### src/rtl/lamp_sequence_monitor.sv
// Lamp sequence monitor: checks the upstream light code for one-hot encoding,
// legal RED->GREEN->YELLOW order and dwell time, and drives the lamps (flashing YELLOW on fault).
module lamp_sequence_monitor #(
  parameter int MAX_DWELL = 16,
  parameter int BLINK_DIV = 4,
  parameter int CNT_W     = 8
) (
  input  logic             clock,
  input  logic             reset,
  input  logic [0:2]       light,
  input  logic             clear_fault,
  output logic [0:2]       lamp_out,
  output logic             fault,
  output logic [1:0]       fault_code,
  output logic [CNT_W-1:0] cycle_count
);

  localparam int DW = $clog2(MAX_DWELL + 1);
  localparam int BW = (BLINK_DIV > 1) ? $clog2(BLINK_DIV) : 1;

  localparam logic [1:0] S_INIT  = 2'b00;
  localparam logic [1:0] S_RUN   = 2'b01;
  localparam logic [1:0] S_FAULT = 2'b10;

  localparam logic [0:2] L_RED    = 3'b100;
  localparam logic [0:2] L_GREEN  = 3'b010;
  localparam logic [0:2] L_YELLOW = 3'b001;
  localparam logic [0:2] L_OFF    = 3'b000;

  localparam logic [1:0] FC_NONE     = 2'b00;
  localparam logic [1:0] FC_ILLEGAL  = 2'b01;
  localparam logic [1:0] FC_SEQUENCE = 2'b10;
  localparam logic [1:0] FC_STUCK    = 2'b11;

  localparam logic [DW-1:0] DWELL_ZERO = DW'(0);
  localparam logic [DW-1:0] DWELL_ONE  = DW'(1);
  localparam logic [DW-1:0] DWELL_LAST = DW'(MAX_DWELL - 1);
  localparam logic [BW-1:0] BLINK_ZERO = BW'(0);
  localparam logic [BW-1:0] BLINK_ONE  = BW'(1);
  localparam logic [BW-1:0] BLINK_LAST = BW'(BLINK_DIV - 1);
  localparam logic [CNT_W-1:0] CNT_ONE = CNT_W'(1);

  logic [1:0]       r_state;
  logic [0:2]       r_last_q;
  logic [DW-1:0]    r_dwell;
  logic [BW-1:0]    r_blink;
  logic [0:2]       r_lamp_out;
  logic             r_fault;
  logic [1:0]       r_fault_code;
  logic [CNT_W-1:0] r_cycle_count;

  logic [1:0]       w_state_nxt;
  logic [0:2]       w_last_q_nxt;
  logic [DW-1:0]    w_dwell_nxt;
  logic [BW-1:0]    w_blink_nxt;
  logic [0:2]       w_lamp_nxt;
  logic             w_fault_nxt;
  logic [1:0]       w_fault_code_nxt;
  logic [CNT_W-1:0] w_cycle_count_nxt;

  logic       w_onehot;
  logic [0:2] w_succ;
  logic       w_same;
  logic       w_illegal;
  logic       w_seq_err;
  logic       w_stuck;
  logic       w_run_fault;

  always_comb begin
    w_succ = L_GREEN;
    case (r_last_q)
      L_RED:    w_succ = L_GREEN;
      L_GREEN:  w_succ = L_YELLOW;
      L_YELLOW: w_succ = L_RED;
      default:  w_succ = L_GREEN;
    endcase
  end

  assign w_onehot    = (light == L_RED) || (light == L_GREEN) || (light == L_YELLOW);
  assign w_same      = (light == r_last_q);
  assign w_illegal   = !w_onehot;
  assign w_seq_err   = w_onehot && !w_same && (light != w_succ);
  assign w_stuck     = w_onehot && w_same && (r_dwell == DWELL_LAST);
  assign w_run_fault = w_illegal || w_seq_err || w_stuck;

  always_ff @(posedge clock or posedge reset) begin
    if (reset) begin
      r_state <= S_INIT;
    end else begin
      r_state <= w_state_nxt;
    end
  end

  always_comb begin
    w_state_nxt = S_INIT;
    case (r_state)
      S_INIT:  w_state_nxt = (light == L_RED) ? S_RUN : S_INIT;
      S_RUN:   w_state_nxt = w_run_fault ? S_FAULT : S_RUN;
      S_FAULT: w_state_nxt = clear_fault ? S_INIT : S_FAULT;
      default: w_state_nxt = S_INIT;
    endcase
  end

  // Next values of the registered outputs and tracking state; fault priority is encoded by if-order.
  always_comb begin
    w_last_q_nxt      = r_last_q;
    w_dwell_nxt       = r_dwell;
    w_blink_nxt       = r_blink;
    w_lamp_nxt        = r_lamp_out;
    w_fault_nxt       = r_fault;
    w_fault_code_nxt  = r_fault_code;
    w_cycle_count_nxt = r_cycle_count;
    case (r_state)
      S_INIT: begin
        w_lamp_nxt       = L_RED;
        w_fault_nxt      = 1'b0;
        w_fault_code_nxt = FC_NONE;
        if (light == L_RED) begin
          w_last_q_nxt = L_RED;
          w_dwell_nxt  = DWELL_ONE;
        end else begin
          w_dwell_nxt  = r_dwell;
        end
      end
      S_RUN: begin
        if (w_run_fault) begin
          w_fault_nxt = 1'b1;
          w_lamp_nxt  = L_YELLOW;
          w_blink_nxt = BLINK_ZERO;
          if (w_illegal) begin
            w_fault_code_nxt = FC_ILLEGAL;
          end else if (w_seq_err) begin
            w_fault_code_nxt = FC_SEQUENCE;
          end else begin
            w_fault_code_nxt = FC_STUCK;
          end
        end else if (w_same) begin
          w_dwell_nxt = r_dwell + DWELL_ONE;
          w_lamp_nxt  = light;
        end else begin
          w_last_q_nxt = light;
          w_dwell_nxt  = DWELL_ONE;
          w_lamp_nxt   = light;
          if (r_last_q == L_YELLOW) begin
            w_cycle_count_nxt = r_cycle_count + CNT_ONE;
          end else begin
            w_cycle_count_nxt = r_cycle_count;
          end
        end
      end
      S_FAULT: begin
        if (clear_fault) begin
          w_lamp_nxt       = L_RED;
          w_fault_nxt      = 1'b0;
          w_fault_code_nxt = FC_NONE;
          w_dwell_nxt      = DWELL_ZERO;
          w_blink_nxt      = BLINK_ZERO;
        end else if (r_blink == BLINK_LAST) begin
          w_blink_nxt = BLINK_ZERO;
          w_lamp_nxt  = (r_lamp_out == L_YELLOW) ? L_OFF : L_YELLOW;
        end else begin
          w_blink_nxt = r_blink + BLINK_ONE;
        end
      end
      default: begin
        w_lamp_nxt       = L_RED;
        w_fault_nxt      = 1'b0;
        w_fault_code_nxt = FC_NONE;
        w_dwell_nxt      = DWELL_ZERO;
        w_blink_nxt      = BLINK_ZERO;
      end
    endcase
  end

  always_ff @(posedge clock or posedge reset) begin
    if (reset) begin
      r_last_q      <= L_RED;
      r_dwell       <= DWELL_ZERO;
      r_blink       <= BLINK_ZERO;
      r_lamp_out    <= L_RED;
      r_fault       <= 1'b0;
      r_fault_code  <= FC_NONE;
      r_cycle_count <= '0;
    end else begin
      r_last_q      <= w_last_q_nxt;
      r_dwell       <= w_dwell_nxt;
      r_blink       <= w_blink_nxt;
      r_lamp_out    <= w_lamp_nxt;
      r_fault       <= w_fault_nxt;
      r_fault_code  <= w_fault_code_nxt;
      r_cycle_count <= w_cycle_count_nxt;
    end
  end

  assign lamp_out    = r_lamp_out;
  assign fault       = r_fault;
  assign fault_code  = r_fault_code;
  assign cycle_count = r_cycle_count;

endmodule
### config.mk
export PLATFORM = sky130hd
export DESIGN_NAME = lamp_sequence_monitor
export DESIGN_NICKNAME = d
export VERILOG_FILES = /design/src/rtl/lamp_sequence_monitor.sv
export SDC_FILE = /design/constraint.sdc
export NUM_CORES = 1
export LEC_CHECK = 0
export CORE_MARGIN = 2
export CORE_UTILIZATION = 40
export DETAILED_ROUTE_END_ITERATION = 16
export GPL_TIMING_DRIVEN = 0
export PLACE_DENSITY = 0.6
export SYNTH_ARGS = -nofsm -noshare
export SYNTH_HDL_FRONTEND = slang
export SYNTH_SLANG_ARGS = --single-unit
### constraint.sdc
create_clock -name clock -period 2.45 [get_ports clock]
set_input_delay 0.3675 -clock clock [delete_from_list [all_inputs] [get_ports clock]]
set_output_delay 0.3675 -clock clock [all_outputs]
set_load 0.02 [all_outputs]
* Yosys cells after proc, flatten, opt, wreduce, memory -nomap -nowiden *
Cells that the tools add are included.

cells by class
  $add $sub $neg = 3
  multiplexer cells = 31
  bitwise operators = 3
  eq/ne operators = 18
  reduce and logical (&&, ||, !) cells = 17

operators by type and width
  kind                   count
  $mux W5                4
  $mux W3                6
  $pmux W3 S2            3
  $mux W2                8
  $pmux W5 S3            1
  $pmux W2 S3            2
  $ne A2 B2 Y1 const B   5
  $eq A3 B1 Y1 const B   3
  $add A8 B1 Y8 const B  1
  $reduce_and A4 Y1      2
  $eq A3 B2 Y1 const B   2
  $add A5 B1 Y5 const B  1
  $eq A5 B4 Y1 const B   1
  $mux W1                5
  $eq A2 B2 Y1 const B   2
  $logic_and A1 B1 Y1    4
  $logic_or A1 B1 Y1     4
  $pmux W2 S2            1
  $reduce_and A2 Y1      2
  $eq A3 B3 Y1           1
  $eq A3 B3 Y1 const B   1
  $ne A3 B3 Y1           1
  $ne A3 B3 Y1 const B   1
  $not A1 Y1             3
  other kinds (7)        8

storage, ports and cells
  word-level logic and storage cells = 80
  output and inout port bits = 14
  input bits = 6
  flip-flop bits (word level) = 26

* Longest topological paths before layout *
  depth in word-level cells = 9
  depth in mapped cells = 8
  gate-level depth less buffers = 7

* Worst setup path after synthesis *
OpenSTA, ideal clock, no wires.

  path kind = flip-flop to flip-flop
  from = register r_last_q[1] (netlist bit)
  to = register r_dwell[1]
  cell stages (with the launch flop) = 9
  period minus slack after synthesis = 2.144 ns
  path buffers = 3
  required time = 2.325 ns
  library setup time = 0.125 ns
  path slack = 0.306 ns
  arrival = 2.019 ns
  cells stage by stage = dfrtp_1 buf_6 or3b_1 buf_6 a32o_2 o22ai_2 or3_1 buf_6 mux2_4

between the ends
  cells in the longest elaborated chain, start to end = 8
  elaborated cells between the ends (all ways) = 17
  classes of those cells = 5 x eq/ne; 4 x mux; 8 x reduce/logical

ends and longest elaborated chain
  item                                                 line    RTL
  start: declaration                                   44      logic [0:2] r_last_q;
  start signal: assignment                             185     r_last_q <= w_last_q_nxt;
  $eq A3 B1 Y1, or another cell as far along           71      case (r_last_q)
  $pmux W3 S2 or $logic_not A1 Y1 (tied branches)      71, 82
  $ne A3 B3 Y1 or $logic_and A1 B1 Y1 (tied branches)  82      assign w_seq_err = w_onehot && !w_same && (light != w_succ);
  $logic_and A1 B1 Y1                                  82
  $logic_or A1 B1 Y1 (2 in a row)                      84      assign w_run_fault = w_illegal || w_seq_err || w_stuck;
  $ne A2 B2 Y1 (no source line)                        n/a
  $reduce_and A3 Y1 (no source line)                   n/a
  end signal: assignment                               186     r_dwell <= w_dwell_nxt;
  end: declaration                                     45      logic [DW-1:0] r_dwell;

Parallel ways exist; a longest one is shown, timed or not. The select of a mux whose other input is x is not followed.
A chain may end at the register's enable or synchronous reset.

* Worst setup path after layout *
Ends and elaborated chain as after synthesis.

==> flow_summary.ini <==
[detailed_routing]
drc_errors = 0
first_iter_violations = 70
wl_per_cell_um = 13.4
num_vias = 1228
first_pass_iters = 6
ant_nets = 0
routed_via_density = 5.20
wl_um = 3150

[die]
fp-row-count = 23
floorplan.initialDensity_pct = 41.3
coreArea_um2 = 4000
dieArea_um2 = 4660
fp.dieH_um = 68.3
die_w_um = 68.3
num_io_pins = 20

[finish]
final_cell_mix = dfrtp_1, clkdlybuf4s50_1, inv_1
nNetsFinal = 201
syn2layout_area_growth_pct = 18.0
drive_gt1_share_pct = 14.0
post-route-util_pct = 48.8
final_common_cell = dfrtp_1
finalInstanceArea_um2 = 1950
antenna_cells = 0

[sta]
period_minus_slack_ps = 2320
skew_ps = 9.27
worst_pin_slew_ps = 997
slew_viol_final = 0
slew_headroom_pct = 33.5
fin_crit_sh_pct = 94.8
hold_violations = 0
layout_setup_ws_ps = 127
fmax_mhz = 431
setup_violations = 0
fin_hold_ws_ps = 441
grt_setup_unrepaired = false

[clock_tree]
post_cts_resized = 0
clk_path_buf_depth = 2
worst_skew_pair.late_latency_ps = 270
holdBufCountCts = 0
cts-root-buf = clkbuf_8
postCtsSetupRepairBufs = 0
cts_tree = yes
clock-sinks = 26
path_clk_slew_ps = 90
cts-htree-levels = 1
numCtsBuffers = 3

[power]
power_density_nw_per_um2 = 515
p_sw_mw = 0.295
seq_power_share_pct = 48.2
comb_power_share_pct = 24.3
irDropWorstVdd_v = 0.000259
switching_share_pct = 29.4
clkPwrFrac_pct = 27.5
p_leak_nw = 0.903
internal_power_mw = 0.710

[grt]
grt_pass1_vias = 1199
gr-total-overflow = 0
grt_usage_pct = 15.2
grt_pass1_wl_um = 5350
antenna_found_initial = 0
grt_max_degree = 27

[synthesis]
synth_fp_nets = 178
avgSynthCellArea_um2 = 10.1
syn_area_um2 = 1650
yosysTopAreaCell = dfrtp_1
yosys_warnings = 0
synthArstFlopShare_pct = 100
post_synth_num_cell_types = 47
synth_top_cells_by_area = dfrtp_1, ha_1, xor2_1
synth_edf_count = 0
synth_top_flop_cell = dfrtp_1
synth_top_area_share_pct = 36.3
yosys_register_bits = 26
synth_seq_area_share_pct = 39.5
synthCells = 164

[critical_path]
worst-path-max-fanout = 10
worstSetupPathType = register to register
crit_family = simple AND/OR/NAND/NOR gates
cp.required_ps = 2610
cp.arrival_ps = 2480
max_stage_delay_ps = 380
startpoint_type = register
critPathSlowestCell = dfrtp_1
critPathMostFrequentCell = buf_6
crit_buf_inv = 3
crit_chain = buf_6, or3b_1, buf_6, a32o_2, o22ai_2, or3_1, buf_6, mux2_4
critical_path.endpoint_type = register

[place]
io_buffers = 18
dp_hpwl_um = 2380
routabilityCongestion = 0.855
place_area_um2 = 1900
pre_cts_slack_ps = -145

[hold_path]
holdCritPathClass = input pin to register

[run]
cap_viol_max_count = 0

[run_status]
status = completed
[power groups by stage]
stage / registers (mW) / clock network [mW] / logic, mW
5_1_grt: 0.490 / 0.304 / 0.273
6_report: 0.484 / 0.276 / 0.244
3_3_place_gp: 0.492 / 0 / 0.241
3_5_place_dp: 0.494 / 0 / 0.244
2_1_floorplan: 0.499 / 0 / 0.174
4_1_cts: 0.485 / 0.282 / 0.245
[synthesized netlist by cell type (3+ instances only)]
cell / count
a21oi_1: 3
buf_6: 4
dfrtp_1: 24
ha_1: 8
inv_1: 13
mux2_4: 3
mux2i_1: 3
nand2_1: 10
nand2b_1: 3
nand3_1: 8
nand4_1: 4
nor2_1: 12
nor2b_1: 3
nor3_1: 5
nor4_1: 3
o21ai_0: 7
xnor2_1: 5
xor2_1: 8
[layer usage]
metal,track usage [%],wire length [µm]
met1,20.3,1520
met5,0,0
met3,2.14,58
met2,24.3,1510
met4,6.75,59
[per-stage QoR]
| step | setup TNS (ps) | instances | total power, mW |
|---|---|---|---|
| floorplan | 0 | 164 | 0.673 |
| global placement | -442 | 232 | 0.733 |
| detailed placement | -541 | 232 | 0.737 |
| CTS | 0 | 236 | 1.01 |
| global route | 0 | 236 | 1.07 |
| finish | 0 | 236 | 1.00 |
[path summary, 6_finish.rpt]
check	endpoint	start	slack (ps)	cells after the start
min	lamp_out[1]	light[1]	440	3
min in group asynchronous	r_dwell[3]	reset	630	2
max in group asynchronous	cycle_count[4]	reset	1210	2
min reg2reg	cycle_count[7]	cycle_count[7]	480	1
max reg2reg	r_dwell[1]	r_last_q[1]	130	8
max	r_dwell[1]	r_last_q[1]	130	8
[final cells by class]
class | count | area [µm²]
multi-input cells | 116 | 877
flip-flops and latches | 26 | 653
repair buffers | 18 | 180
clock buffers | 4 | 55.1
inverters | 13 | 48.8
well taps | 50 | 62.6
fillers | 378 | 2050
plain buffers | 9 | 73.8
[state kept, by name (all words and copies together), names as in the netlist]
register,cells
fault,1
r_dwell,5
fault_code,2
lamp_out,3
cycle_count,8
r_blink,2
r_state,2
r_last_q,3
[worst register-to-register path: cells and delay by family, from the launching register on]
| kind | cells | cell delay [ps] |
|---|---|---|
| and+or+nand+nor | 2 | 570 |
| AOI/OAI and AO/OA | 2 | 550 |
| buffers and inverters | 3 | 420 |
| DFF | 1 | 380 |
| muxes | 1 | 290 |
[kinds of logic (layout without fill, tap and decap cells)]
logic type / after synthesis / in the layout / synth area share (%)
AOI/OAI and AO/OA: 29 / 29 / 15.9
xor gates and xnor gates: 13 / 13 / 6.89
adders and majority gates: 8 / 8 / 6.06
buffers and inverters: 22 / 44 / 7.42
DFF: 26 / 26 / 39.5
muxes: 7 / 7 / 5.22
and+or+nand+nor: 59 / 59 / 19.0
No activity file was read; power rests on OpenSTA's default activity.
